$ cat config.mk
export PLATFORM = sky130hd
export DESIGN_NAME = ajc_mmio_port_ctrl
export DESIGN_NICKNAME = d
export VERILOG_FILES = /design/src/rtl/ajc_mmio_port_ctrl.sv
export SDC_FILE = /design/constraint.sdc
export NUM_CORES = 1
export LEC_CHECK = 0
export ABC_AREA = 0
export CORE_MARGIN = 3
export CORE_UTILIZATION = 51
export DETAILED_ROUTE_END_ITERATION = 6
export GPL_TIMING_DRIVEN = 0
export PLACE_DENSITY = 0.79
export SLEW_MARGIN = 5
export SYNTH_ARGS = -nofsm -noshare
export SYNTH_HDL_FRONTEND = slang
export SYNTH_SLANG_ARGS = --single-unit
$ cat constraint.sdc
create_clock -name Clock -period 2.1 [get_ports Clock]
set_clock_uncertainty 0.2 [all_clocks]
set_input_delay 0.525 -clock Clock [delete_from_list [all_inputs] [get_ports Clock]]
set_output_delay 0.525 -clock Clock [all_outputs]
set_load 0.05 [all_outputs]
$ cat src/rtl/ajc_mmio_port_ctrl.sv
// Memory-mapped I/O port controller: debounced pushbutton-latched switch inputs with
// READY/overrun flags and interrupt, plus LED output registers on a simple addressed bus.
module ajc_mmio_port_ctrl #(
  parameter int                DATA_W     = 8,
  parameter int                ADDR_W     = 8,
  parameter logic [ADDR_W-1:0] BASE_ADDR  = 'hF0,
  parameter int                N_IN       = 2,
  parameter int                IN_W       = 4,
  parameter int                N_OUT      = 2,
  parameter int                DEB_CYCLES = 16
) (
  input  logic                    Clock,
  input  logic                    Reset,
  input  logic [N_IN-1:0]         PB,
  input  logic [N_IN*IN_W-1:0]    SW,
  input  logic                    BUS_EN,
  input  logic                    BUS_RW,
  input  logic [ADDR_W-1:0]       BUS_A,
  input  logic [DATA_W-1:0]       BUS_WD,
  output logic [DATA_W-1:0]       BUS_RD,
  output logic                    BUS_RV,
  output logic [N_OUT*DATA_W-1:0] LEDs,
  output logic                    IRQ
);

  localparam int                N_REG   = 2 + N_IN + N_OUT;
  localparam int                CNT_W   = $clog2(DEB_CYCLES);
  localparam logic [CNT_W-1:0]  CNT_MAX = CNT_W'(DEB_CYCLES - 1);

  logic [N_IN-1:0]      pb_s1_q, pb_s2_q, deb_q, deb_d, press_q, press_d;
  logic [N_IN-1:0]      ready_q, ready_d, ovr_q, ovr_d, ie_q, ie_d;
  logic [N_IN*IN_W-1:0] sw_s1_q, sw_s2_q;
  logic [CNT_W-1:0]     cnt_q [N_IN];
  logic [CNT_W-1:0]     cnt_d [N_IN];
  logic [IN_W-1:0]      ipdr_q [N_IN];
  logic [IN_W-1:0]      ipdr_d [N_IN];
  logic [DATA_W-1:0]    opdr_q [N_OUT];
  logic [DATA_W-1:0]    opdr_d [N_OUT];
  logic [DATA_W-1:0]    bus_rd_q, bus_rd_d, rdata;
  logic                 bus_rv_q, bus_rv_d, irq_q, irq_d;

  logic [ADDR_W-1:0]    off;
  logic                 in_win, rd, wr;
  logic [N_IN-1:0]      rd_ipdr;

  // Offset wraps below the base, so the window needs both bounds.
  assign off    = BUS_A - BASE_ADDR;
  assign in_win = (BUS_A >= BASE_ADDR) && (off < ADDR_W'(N_REG));
  assign rd     = BUS_EN & BUS_RW;
  assign wr     = BUS_EN & ~BUS_RW;

  always_comb begin
    rdata   = '0;
    rd_ipdr = '0;
    if (in_win) begin
      if (off == ADDR_W'(0)) begin
        rdata[N_IN-1:0]      = ready_q;
        rdata[2*N_IN-1:N_IN] = ovr_q;
      end
      if (off == ADDR_W'(1)) rdata[N_IN-1:0] = ie_q;
      for (int i = 0; i < N_IN; i++) begin
        if (off == ADDR_W'(2 + i)) begin
          rdata[IN_W-1:0] = ipdr_q[i];
          rd_ipdr[i]      = rd;
        end
      end
      for (int j = 0; j < N_OUT; j++)
        if (off == ADDR_W'(2 + N_IN + j)) rdata = opdr_q[j];
    end
  end

  always_comb begin
    deb_d   = deb_q;
    cnt_d   = cnt_q;
    press_d = '0;
    for (int i = 0; i < N_IN; i++) begin
      if (pb_s2_q[i] == deb_q[i]) begin
        cnt_d[i] = '0;
      end else if (cnt_q[i] == CNT_MAX) begin
        deb_d[i]   = ~deb_q[i];
        cnt_d[i]   = '0;
        press_d[i] = ~deb_q[i];
      end else begin
        cnt_d[i] = cnt_q[i] + 1'b1;
      end
    end
  end

  always_comb begin
    ready_d = ready_q;
    ovr_d   = ovr_q;
    ie_d    = ie_q;
    ipdr_d  = ipdr_q;
    opdr_d  = opdr_q;
    if (wr && in_win && off == ADDR_W'(0)) ovr_d = ovr_q & ~BUS_WD[2*N_IN-1:N_IN];
    if (wr && in_win && off == ADDR_W'(1)) ie_d = BUS_WD[N_IN-1:0];
    for (int j = 0; j < N_OUT; j++)
      if (wr && in_win && off == ADDR_W'(2 + N_IN + j)) opdr_d[j] = BUS_WD;
    // Overrun is set after the W1C clear so a same-cycle new overrun wins.
    for (int i = 0; i < N_IN; i++) begin
      if (press_q[i]) begin
        if (!ready_q[i]) begin
          ipdr_d[i]  = sw_s2_q[i*IN_W +: IN_W];
          ready_d[i] = 1'b1;
        end else if (rd_ipdr[i]) begin
          ipdr_d[i]  = sw_s2_q[i*IN_W +: IN_W];
        end else begin
          ovr_d[i]   = 1'b1;
        end
      end else if (rd_ipdr[i]) begin
        ready_d[i] = 1'b0;
      end
    end
    bus_rd_d = rd ? rdata : bus_rd_q;
    bus_rv_d = rd;
    irq_d    = |(ready_q & ie_q);
  end

  always_ff @(posedge Clock or negedge Reset) begin
    if (!Reset) begin
      pb_s1_q  <= '0;
      pb_s2_q  <= '0;
      sw_s1_q  <= '0;
      sw_s2_q  <= '0;
      deb_q    <= '0;
      press_q  <= '0;
      ready_q  <= '0;
      ovr_q    <= '0;
      ie_q     <= '0;
      bus_rd_q <= '0;
      bus_rv_q <= 1'b0;
      irq_q    <= 1'b0;
      for (int i = 0; i < N_IN; i++) begin
        cnt_q[i]  <= '0;
        ipdr_q[i] <= '0;
      end
      for (int j = 0; j < N_OUT; j++) opdr_q[j] <= '0;
    end else begin
      pb_s1_q  <= PB;
      pb_s2_q  <= pb_s1_q;
      sw_s1_q  <= SW;
      sw_s2_q  <= sw_s1_q;
      deb_q    <= deb_d;
      press_q  <= press_d;
      ready_q  <= ready_d;
      ovr_q    <= ovr_d;
      ie_q     <= ie_d;
      bus_rd_q <= bus_rd_d;
      bus_rv_q <= bus_rv_d;
      irq_q    <= irq_d;
      cnt_q    <= cnt_d;
      ipdr_q   <= ipdr_d;
      opdr_q   <= opdr_d;
    end
  end

  for (genvar j = 0; j < N_OUT; j++) begin : g_led
    assign LEDs[j*DATA_W +: DATA_W] = opdr_q[j];
  end

  assign BUS_RD = bus_rd_q;
  assign BUS_RV = bus_rv_q;
  assign IRQ    = irq_q;

endmodule

==> qor.yml <==
power:
  leakage_uw: 0.00185
  peakVddDrop_mv: 0.436
  total_power_uw: 2570
  power.density_mw_per_mm2: 686
clock_tree:
  hold_buffers: 0
  clock_path_buffers: 2
  cts_buffers: 9
  cts_tree: "built"
  numClockSinks: 72
  root_buffer: "clkbuf_8"
  h-tree-depth: 3
  clock_latency_ps: 340
  clkTransAtPathRegs_ps: 70
floorplan:
  core_area_mm2: 0.00524
  die_h_um: 80.7
  num_rows: 26
  io_pins: 56
  die-area_mm2: 0.00652
  start_util_pct: 54.4
  die_width_um: 80.7
finish:
  final_nets: 321
  drive_gt1_share_pct: 22.5
  antenna_cells: 0
  fillers: 366
  utilization_pct: 71.5
  syn_to_final_growth_pct: 31.5
yosys:
  synth_top_area_cell: "dfrtp_1"
  ys_seq_area_share_pct: 63.3
  synth-main-ff-cell: "dfrtp_1"
  synth_top_area_share_pct: 63.3
  yosys.cell_types.count: 37
  synth-edff-count: 0
  synth-seq-cells: 72
  syn-cell-area_mm2: 0.00285
  synth_area_per_cell_um2: 13.2
  ys_warn_count: 0
  yosysMostFrequentCell: "dfrtp_1"
  synth_commonest_cells: "dfrtp_1 (72), mux2_2 (28), nand2_1 (14)"
  postSynthCellCount: 216
  syn-num-nets: 248
  asyncSetResetFlopFracSynth_pct: 100
  synth_area_leaders: "dfrtp_1 (63%), mux2_2 (11%), mux2i_1 (3.2%)"
global_routing:
  grt_pass1_wl_um: 9410
  met3_usage_pct: 3.92
  top_usage_layer: "met2"
  antenna_found_initial: 0
  grt_pass1_vias: 2020
  gr-total-overflow: 0
  grt_util_met1_pct: 23.7
  grt_use_met2_pct: 32.1
  grt_max_degree: 73
  grt_util_all_layers_pct: 19.4
timing:
  tightest_slew_ps: 855
  rsz0062_at_grt: "no"
  finalHoldViolCount: 0
  finalCritPeriodShare_pct: 98.2
  drv_slew: 0
  timing.fmax_ghz: 0.485
  fin_crit_ps: 2060
  setup_viol: 0
  relSlewSlack_pct: 43.0
critical_path:
  slowest_stage: "clkdlybuf4s50_1"
  ff2ff_path_depth: 3
  path_class: "in -> reg"
  end_kind: "flip-flop"
  r2r_end: "ipdr_q[4]$_DFFE_PN0P_"
  cp_max_fo: 3
  rrSetupSlack_ps: 490
  slowest_delay_ps: 490
  critPathLaunchType: "primary input"
  reg2reg_from: "press_q[0]$_DFF_PN0_"
  critPathArrivalTime_ps: 2080
  path_cells: "clkdlybuf4s50_1, nand3b_1, buf_4, nor4_4, mux2_2"
  required_ps: 2120
drt:
  wire_per_inst_um: 16.2
  drc: 0
  via_per_inst: 5.55
  wl_um: 5890
  drt_iter0_drc: 160
  ant_nets: 0
  vias: 2014
  drt_first_pass_iters: 5
outcome:
  status: "finished, final reports clean"
place:
  finalWeightedCongestion: 0.899
  hpwlAfterDp_um: 3910
  port_buffers: 54
flow_run:
  cap_violations: 0
min_path:
  min_path_type: "in -> async"
-- critical path, delay by kind of cell --
family                 cells  cell delay, ps
buffers and inverters      2             680
and+or+nand+nor            2             490
muxes                      1             380
-- sequential cells by signal, summed over array words and instances, names as in the netlist --
signal   count
cnt_q        8
sw_s2_q      8
pb_s1_q      2
IRQ          1
ipdr_q       8
ovr_q        2
pb_s2_q      2
LEDs        16
ready_q      2
deb_q        2
ie_q         2
sw_s1_q      8
BUS_RV       1
BUS_RD       8
press_q      2
-- cell type report --
| cell class | count | area (um^2) | share of cell area, % |
|---|---|---|---|
| inverters | 6 | 22.5 | 0.601 |
| well taps | 70 | 87.6 | 2.34 |
| multi-input cells | 131 | 1080 | 28.8 |
| flip-flops and latches | 72 | 1800 | 48.1 |
| clock buffers | 11 | 131 | 3.51 |
| plain buffers | 7 | 33.8 | 0.902 |
| repair buffers | 62 | 567 | 15.1 |
| clock inverters | 4 | 22.5 | 0.601 |
-- where the power goes --
group | internal, uW | total [uW] | switching, uW | leakage (uW)
Combinational | 97.8 | 232 | 135 | 0.000817
Clock | 416 | 888 | 471 | 0.0000789
Sequential | 1430 | 1450 | 22.3 | 0.000952
-- kinds of logic (layout without fill, tap and decap cells) --
kind of cell | Yosys count | in the layout | share of synthesized area [%]
xor gates and xnor gates | 4 | 4 | 1.23
adders and majority gates | 2 | 2 | 0.879
buffers and inverters | 13 | 90 | 1.80
muxes | 37 | 37 | 14.2
DFF | 72 | 72 | 63.3
and+or+nand+nor | 56 | 56 | 11.3
AOI/OAI and AO/OA | 32 | 32 | 7.25
-- worst max path at each step --
| stage | from | end | cells past startpoint |
|---|---|---|---|
| floorplan | BUS_A[5] | ovr_q[0]$_DFF_PN0_ | 4 |
| global placement | Reset | cnt_q[6]$_DFF_PN0_ | 1 |
| detailed placement | BUS_A[6] | LEDs[5]$_DFFE_PN0P_ | 6 |
| CTS | BUS_EN | LEDs[5]$_DFFE_PN0P_ | 5 |
| global route | BUS_RW | LEDs[15]$_DFFE_PN0P_ | 5 |
| finish | BUS_RW | ie_q[0]$_DFFE_PN0P_ | 5 |
-- timing repair --
item                                    4_1_cts  5_1_grt
endpoints found under the hold margin         0        0
gates cloned                                  0        0
endpoints found under the setup margin       54       19
pin swaps                                     7        2
buffers inserted                              6        2
gates resized for setup                      50        5
-- placed cells by master, fill, tap and decap left out, types with 5 or more instances in the layout --
master,synthesis,layout
dfrtp_1,72,72
dlygate4sd2_1,0,31
mux2_2,28,22
clkdlybuf4s50_1,0,22
nand2_1,14,12
o21ai_0,12,12
mux2i_1,9,9
clkbuf_8,0,9
nor2_1,9,8
buf_4,0,8
nor2b_1,7,7
inv_1,6,6
a21oi_1,6,6
mux2_4,0,6
clkbuf_1,5,5
-- routing by layer --
| metal | share of wire [%] | wire length, um |
|---|---|---|
| met5 | 0 | 0 |
| met4 | 2.5 | 150 |
| met1 | 41 | 2440 |
| met2 | 49 | 2900 |
| met3 | 6.7 | 394 |
-- per-stage QoR --
stage | setup WS (ps) | std cells | TNS, ps | hold slack (ps) | instance area, um^2
after floorplan | 49.1 | 216 | 0 | 29.4 | 2850
after global placement | -2000 | 340 | -160260 | 133 | 3480
after detailed placement | -645 | 340 | -17050 | 135 | 3470
after CTS | 19.5 | 361 | 0 | 128 | 3720
after global routing | 9.16 | 363 | 0 | 154 | 3740
final | 37.8 | 363 | 0 | 96.1 | 3740
Note: power is estimated with default switching activity, not from simulation.
==> RTL change 1 (same settings) <==
Add an input register stage for `PB`, `SW`, `BUS_EN`, `BUS_RW`, `BUS_A` and `BUS_WD`, without a reset; this delays them by one clock.
--- a/src/rtl/ajc_mmio_port_ctrl.sv
+++ b/src/rtl/ajc_mmio_port_ctrl.sv
@@ -27,6 +27,22 @@
   localparam int                CNT_W   = $clog2(DEB_CYCLES);
   localparam logic [CNT_W-1:0]  CNT_MAX = CNT_W'(DEB_CYCLES - 1);
 
+  logic [N_IN-1:0] PB_q;
+  logic [N_IN*IN_W-1:0] SW_q;
+  logic BUS_EN_q;
+  logic BUS_RW_q;
+  logic [ADDR_W-1:0] BUS_A_q;
+  logic [DATA_W-1:0] BUS_WD_q;
+
+  always_ff @(posedge Clock) begin
+    PB_q     <= PB;
+    SW_q     <= SW;
+    BUS_EN_q <= BUS_EN;
+    BUS_RW_q <= BUS_RW;
+    BUS_A_q  <= BUS_A;
+    BUS_WD_q <= BUS_WD;
+  end
+
   logic [N_IN-1:0]      pb_s1_q, pb_s2_q, deb_q, deb_d, press_q, press_d;
   logic [N_IN-1:0]      ready_q, ready_d, ovr_q, ovr_d, ie_q, ie_d;
   logic [N_IN*IN_W-1:0] sw_s1_q, sw_s2_q;
@@ -44,10 +60,10 @@
   logic [N_IN-1:0]      rd_ipdr;
 
   // Offset wraps below the base, so the window needs both bounds.
-  assign off    = BUS_A - BASE_ADDR;
-  assign in_win = (BUS_A >= BASE_ADDR) && (off < ADDR_W'(N_REG));
-  assign rd     = BUS_EN & BUS_RW;
-  assign wr     = BUS_EN & ~BUS_RW;
+  assign off    = BUS_A_q - BASE_ADDR;
+  assign in_win = (BUS_A_q >= BASE_ADDR) && (off < ADDR_W'(N_REG));
+  assign rd     = BUS_EN_q & BUS_RW_q;
+  assign wr     = BUS_EN_q & ~BUS_RW_q;
 
   always_comb begin
     rdata   = '0;
@@ -92,10 +108,10 @@
     ie_d    = ie_q;
     ipdr_d  = ipdr_q;
     opdr_d  = opdr_q;
-    if (wr && in_win && off == ADDR_W'(0)) ovr_d = ovr_q & ~BUS_WD[2*N_IN-1:N_IN];
-    if (wr && in_win && off == ADDR_W'(1)) ie_d = BUS_WD[N_IN-1:0];
+    if (wr && in_win && off == ADDR_W'(0)) ovr_d = ovr_q & ~BUS_WD_q[2*N_IN-1:N_IN];
+    if (wr && in_win && off == ADDR_W'(1)) ie_d = BUS_WD_q[N_IN-1:0];
     for (int j = 0; j < N_OUT; j++)
-      if (wr && in_win && off == ADDR_W'(2 + N_IN + j)) opdr_d[j] = BUS_WD;
+      if (wr && in_win && off == ADDR_W'(2 + N_IN + j)) opdr_d[j] = BUS_WD_q;
     // Overrun is set after the W1C clear so a same-cycle new overrun wins.
     for (int i = 0; i < N_IN; i++) begin
       if (press_q[i]) begin
@@ -136,9 +152,9 @@
       end
       for (int j = 0; j < N_OUT; j++) opdr_q[j] <= '0;
     end else begin
-      pb_s1_q  <= PB;
+      pb_s1_q  <= PB_q;
       pb_s2_q  <= pb_s1_q;
-      sw_s1_q  <= SW;
+      sw_s1_q  <= SW_q;
       sw_s2_q  <= sw_s1_q;
       deb_q    <= deb_d;
       press_q  <= press_d;
Formal check against the unedited RTL: not equivalent (Yosys sat finds a counterexample within 4 cycles, from zero or initial values and one cycle with Reset low).
==> RTL change 1 against the unedited design <==
Non-clock buffer count shrank 4; final area is 17% higher; first-iteration DRC count down 48%; synthesized area grew 24%; total power rose by 35%; sequential cell count is 28 higher; worst setup slack improved by 44 ps; hold slack improved by 37 ps; routed wire length is 2.8% higher; global-route usage fell by 2.5 points; via count rose by 8.4%; critical endpoint is now LEDs[9].
==> RTL change 1: results (changes against the unedited design) <==
[worst_setup_path]
cp-endpoint = LEDs[9]
slowest_delay_ps = 540  ; +50 ps
reg2reg_from = BUS_A_q[1]
crit_start = LEDs[9]
slowest_stage = dlygate4sd2_1
rr_endpoint = ipdr_q[7]
r2r.worst_path.cells = 5  ; +2
r2r_slack_ps = 210  ; -280 ps

[placement]
io_buffers = 55  ; +1.9%
placed_area_um2 = 4200  ; +21%
place_congestion = 0.796  ; -11%
place_ws_ps = 200  ; +845 ps
hpwl_mm = 4.41  ; +13%

[clock_tree]
insertion_delay_ps = 370  ; +30 ps
cts_setup_buffers = 0  ; -6
path_clk_slew_ps = 100  ; +30 ps
ctsResizeCount = 26  ; -48%

[synthesis]
ys_types = 39  ; +5.4%
synth-xor-area-share = 0.00992  ; -0.00238
synthArstFlopShare = 0.720  ; -0.280
netlist_top_cells_count = dfrtp_1, dfxtp_1, mux2_1, nand2_1, mux2i_1
synth_compound_area_frac = 0.0723  ; -0.000206
yosys.area_share.adder = 0.00709  ; -0.00170
synthesis.nets = 287  ; +16%
synth-seq-area-share = 0.669  ; +0.0363
synth_mux_area_frac = 0.111  ; -0.0318

[status]
status = finished, final reports clean

[detailed_routing]
drt_iter0_drc = 83  ; -48%
via_per_inst = 5.39  ; -2.8%
firstDrtPassIters = 4  ; -1

[pwr]
ir_worst_vdd_mv = 0.561  ; +29%
p_comb_mw = 0.221  ; -5%
p_int_mw = 2.57  ; +32%
p_seq_frac = 0.586  ; +0.022
p_per_area_nw_per_um2 = 788  ; +15%

[global_route]
grt_pass1_vias = 2135  ; +5.7%
grt_use_total = 0.169  ; -0.0252
grt_max_degree = 53  ; -27%
grt_pass1_wl_mm = 10.0  ; +6.7%

[sta]
period_share = 0.961  ; -0.0209
fin_hold_ws_ps = 133  ; +36.8 ps

[finish]
nNetsFinal = 355  ; +11%
drive_above_1_share = 0.0945  ; -0.131

RTL change 1: cell count changes in the layout (fill, tap and decap cells not counted), moves of 7 or more:
| cell | change |
|---|---|
| o21ai_1 | +9 |
| o211ai_1 | +8 |
| dfxtp_1 | +28 |
| mux2_1 | +22 |
| o21ai_0 | -7 |
| mux2_2 | -20 |
RTL change 1: metrics by stage:
stage	utilization	std cells
3_5_place_dp	0.643	388
3_3_place_gp	0.640	387
5_1_grt	0.672	405
6_report	0.672	405
2_1_floorplan	-	255
4_1_cts	0.672	405
RTL change 1: layout make-up:
class	instances	area, um2
tap	77	96.3
timing repair buffer	57	553
multi-input combinational	144	1110
clock buffer	9	124
clock inverter	7	83.8
fill	481	2140
inverter	3	11.3
buffer	8	42.5
sequential	100	2360
RTL change 1: routing by layer:
layer,up-vias,wire (um),GRT usage
li1,1049,-,-
met1,1061,2550,0.208
met2,58,3060,0.282
met3,16,325,0.0498
met4,0,121,0.0609
met5,-,0,0
==> RTL change 2 (same settings) <==
Without the edit above. Set the parameter `ADDR_W` to 9 (it was 8).
--- a/src/rtl/ajc_mmio_port_ctrl.sv
+++ b/src/rtl/ajc_mmio_port_ctrl.sv
@@ -2,7 +2,7 @@
 // READY/overrun flags and interrupt, plus LED output registers on a simple addressed bus.
 module ajc_mmio_port_ctrl #(
   parameter int                DATA_W     = 8,
-  parameter int                ADDR_W     = 8,
+  parameter int                ADDR_W     = 9,
   parameter logic [ADDR_W-1:0] BASE_ADDR  = 'hF0,
   parameter int                N_IN       = 2,
   parameter int                IN_W       = 4,
Interface: changed (resized BUS_A); port bits go from 56 to 57. No check against the original RTL was run, so the function may have changed too.
==> RTL change 2 against the unedited design <==
Sequential share of layout area fell by 5.9 points; final area rose by 14%; fmax fell by 1.0%; synthesized area rose by 12%; hold slack improved by 54 ps; clock power rose by 18%; worst setup slack got worse by 22 ps; sequential cell count did not move; final cell count rose by 16%; total power rose by 6.5%; critical path type unchanged; combinational power rose by 6%; routed wire length rose by 31%.
==> RTL change 2: results (changes against the unedited design) <==
[pwr]
power_mw = 2.73  ; +6.5%
leakagePower_nw = 2.01  ; +8.6%
ir_worst_vdd_mv = 0.452  ; +3.5%
p_int_mw = 2.06  ; +6.2%
p_comb_mw = 0.246  ; +6%

[global_route]
grt_use_total = 0.225  ; +0.0311
grt_max_degree = 51  ; -30%
grt_pass1_vias = 2520  ; +25%

[worst_setup_path]
r2r.worst_path.cells = 4  ; +1
crit_start = BUS_A[6]
cp.arrival_ps = 2130  ; +50 ps
r2r_slack_ps = 300  ; -190 ps
worstPathMaxFanout = 9  ; +6

[synthesis]
synth_mux_area_frac = 0.0971  ; -0.0452
ys_types = 47  ; +27%
yosys.area_share.adder = 0.0157  ; +0.00688
synth-seq-area-share = 0.564  ; -0.0686
avgSynthCellArea_um2 = 12.0  ; -9.3%
netlist_top_cells_count = dfrtp_1, mux2_2, nand2_1, o21ai_0, nand3_1
synth-xor-area-share = 0.0165  ; +0.00415

[finish]
nNetsFinal = 377  ; +17%
drive_above_1_share = 0.228  ; +0.00241
syn_to_final_growth_pct = 33.5
final_area_um2 = 4260  ; +14%
nMultiInputCombCells = 179  ; +37%
buf_share = 0.164  ; +0.00394
clock_buffers = 12  ; +1
layoutNonFillerInstCount = 422  ; +16%
inverters = 7  ; +1
nFlopsAndLatches = 72  ; unchanged
clk_share = 0.0449  ; +0.00380
buffers = 73  ; +5.8%
multi_input_area_um2 = 1450  ; +34%

[placement]
place_congestion = 0.858  ; -4.5%
hpwl_mm = 5.19  ; +33%
placed_area_um2 = 3960  ; +14%
io_buffers = 55  ; +1.9%
place_inst = 398  ; +17%
place_ws_ps = -1210  ; -570 ps

[detailed_routing]
firstDrtPassIters = 6  ; +1
wl_met1_mm = 3.15  ; +29%
route.met3.wl_um = 540  ; +37%
drt_iter0_drc = 259  ; +62%
wl_met2_mm = 3.85  ; +33%
wl_per_cell_um = 18.3  ; +13%

[sta]
fin_hold_ws_ps = 150  ; +53.9 ps
max_freq_mhz = 480  ; -1.0%
worst-slew-pin-transition_ps = 608  ; -247 ps

[status]
status = finished, final reports clean

[min_path]
min-delay-path-class = reg2reg

[clock_tree]
insertion_delay_ps = 350

RTL change 2: changes by cell type in the layout (fill, tap and decap cells not counted), sizes merged, moves of 4 or more:
cell | before | now
and2 | 1 | 10
a222oi | 0 | 8
buf | 11 | 15
mux2 | 28 | 20
or4 | 1 | 9
mux2i | 9 | 4
or2 | 0 | 5
nand3 | 3 | 13
clkdlybuf4s50 | 22 | 18
or3 | 2 | 6
RTL change 2: repair_timing:
item                                   in CTS  in global routing
hold buffers                                1                  0
setup endpoints to repair                  64                 30
gates resized for setup                    59                 12
setup buffers                               5                  3
gates cloned                                0                  1
pin swaps                                   6                  2
endpoints found under the hold margin      22                  0
RTL change 2: per-layer routing:
layer | vias up | track usage
li1 | 1162 | -
met2 | 92 | 0.352
met1 | 1256 | 0.295
met3 | 14 | 0.0583
met4 | 0 | 0.104
met5 | - | 0
RTL change 2: critical path: stages:
cell	delay, ps
dlygate4sd2_1	310
xor2_4	240
or3_4	360
clkbuf_8	170
o31a_1	290
a22o_1	230
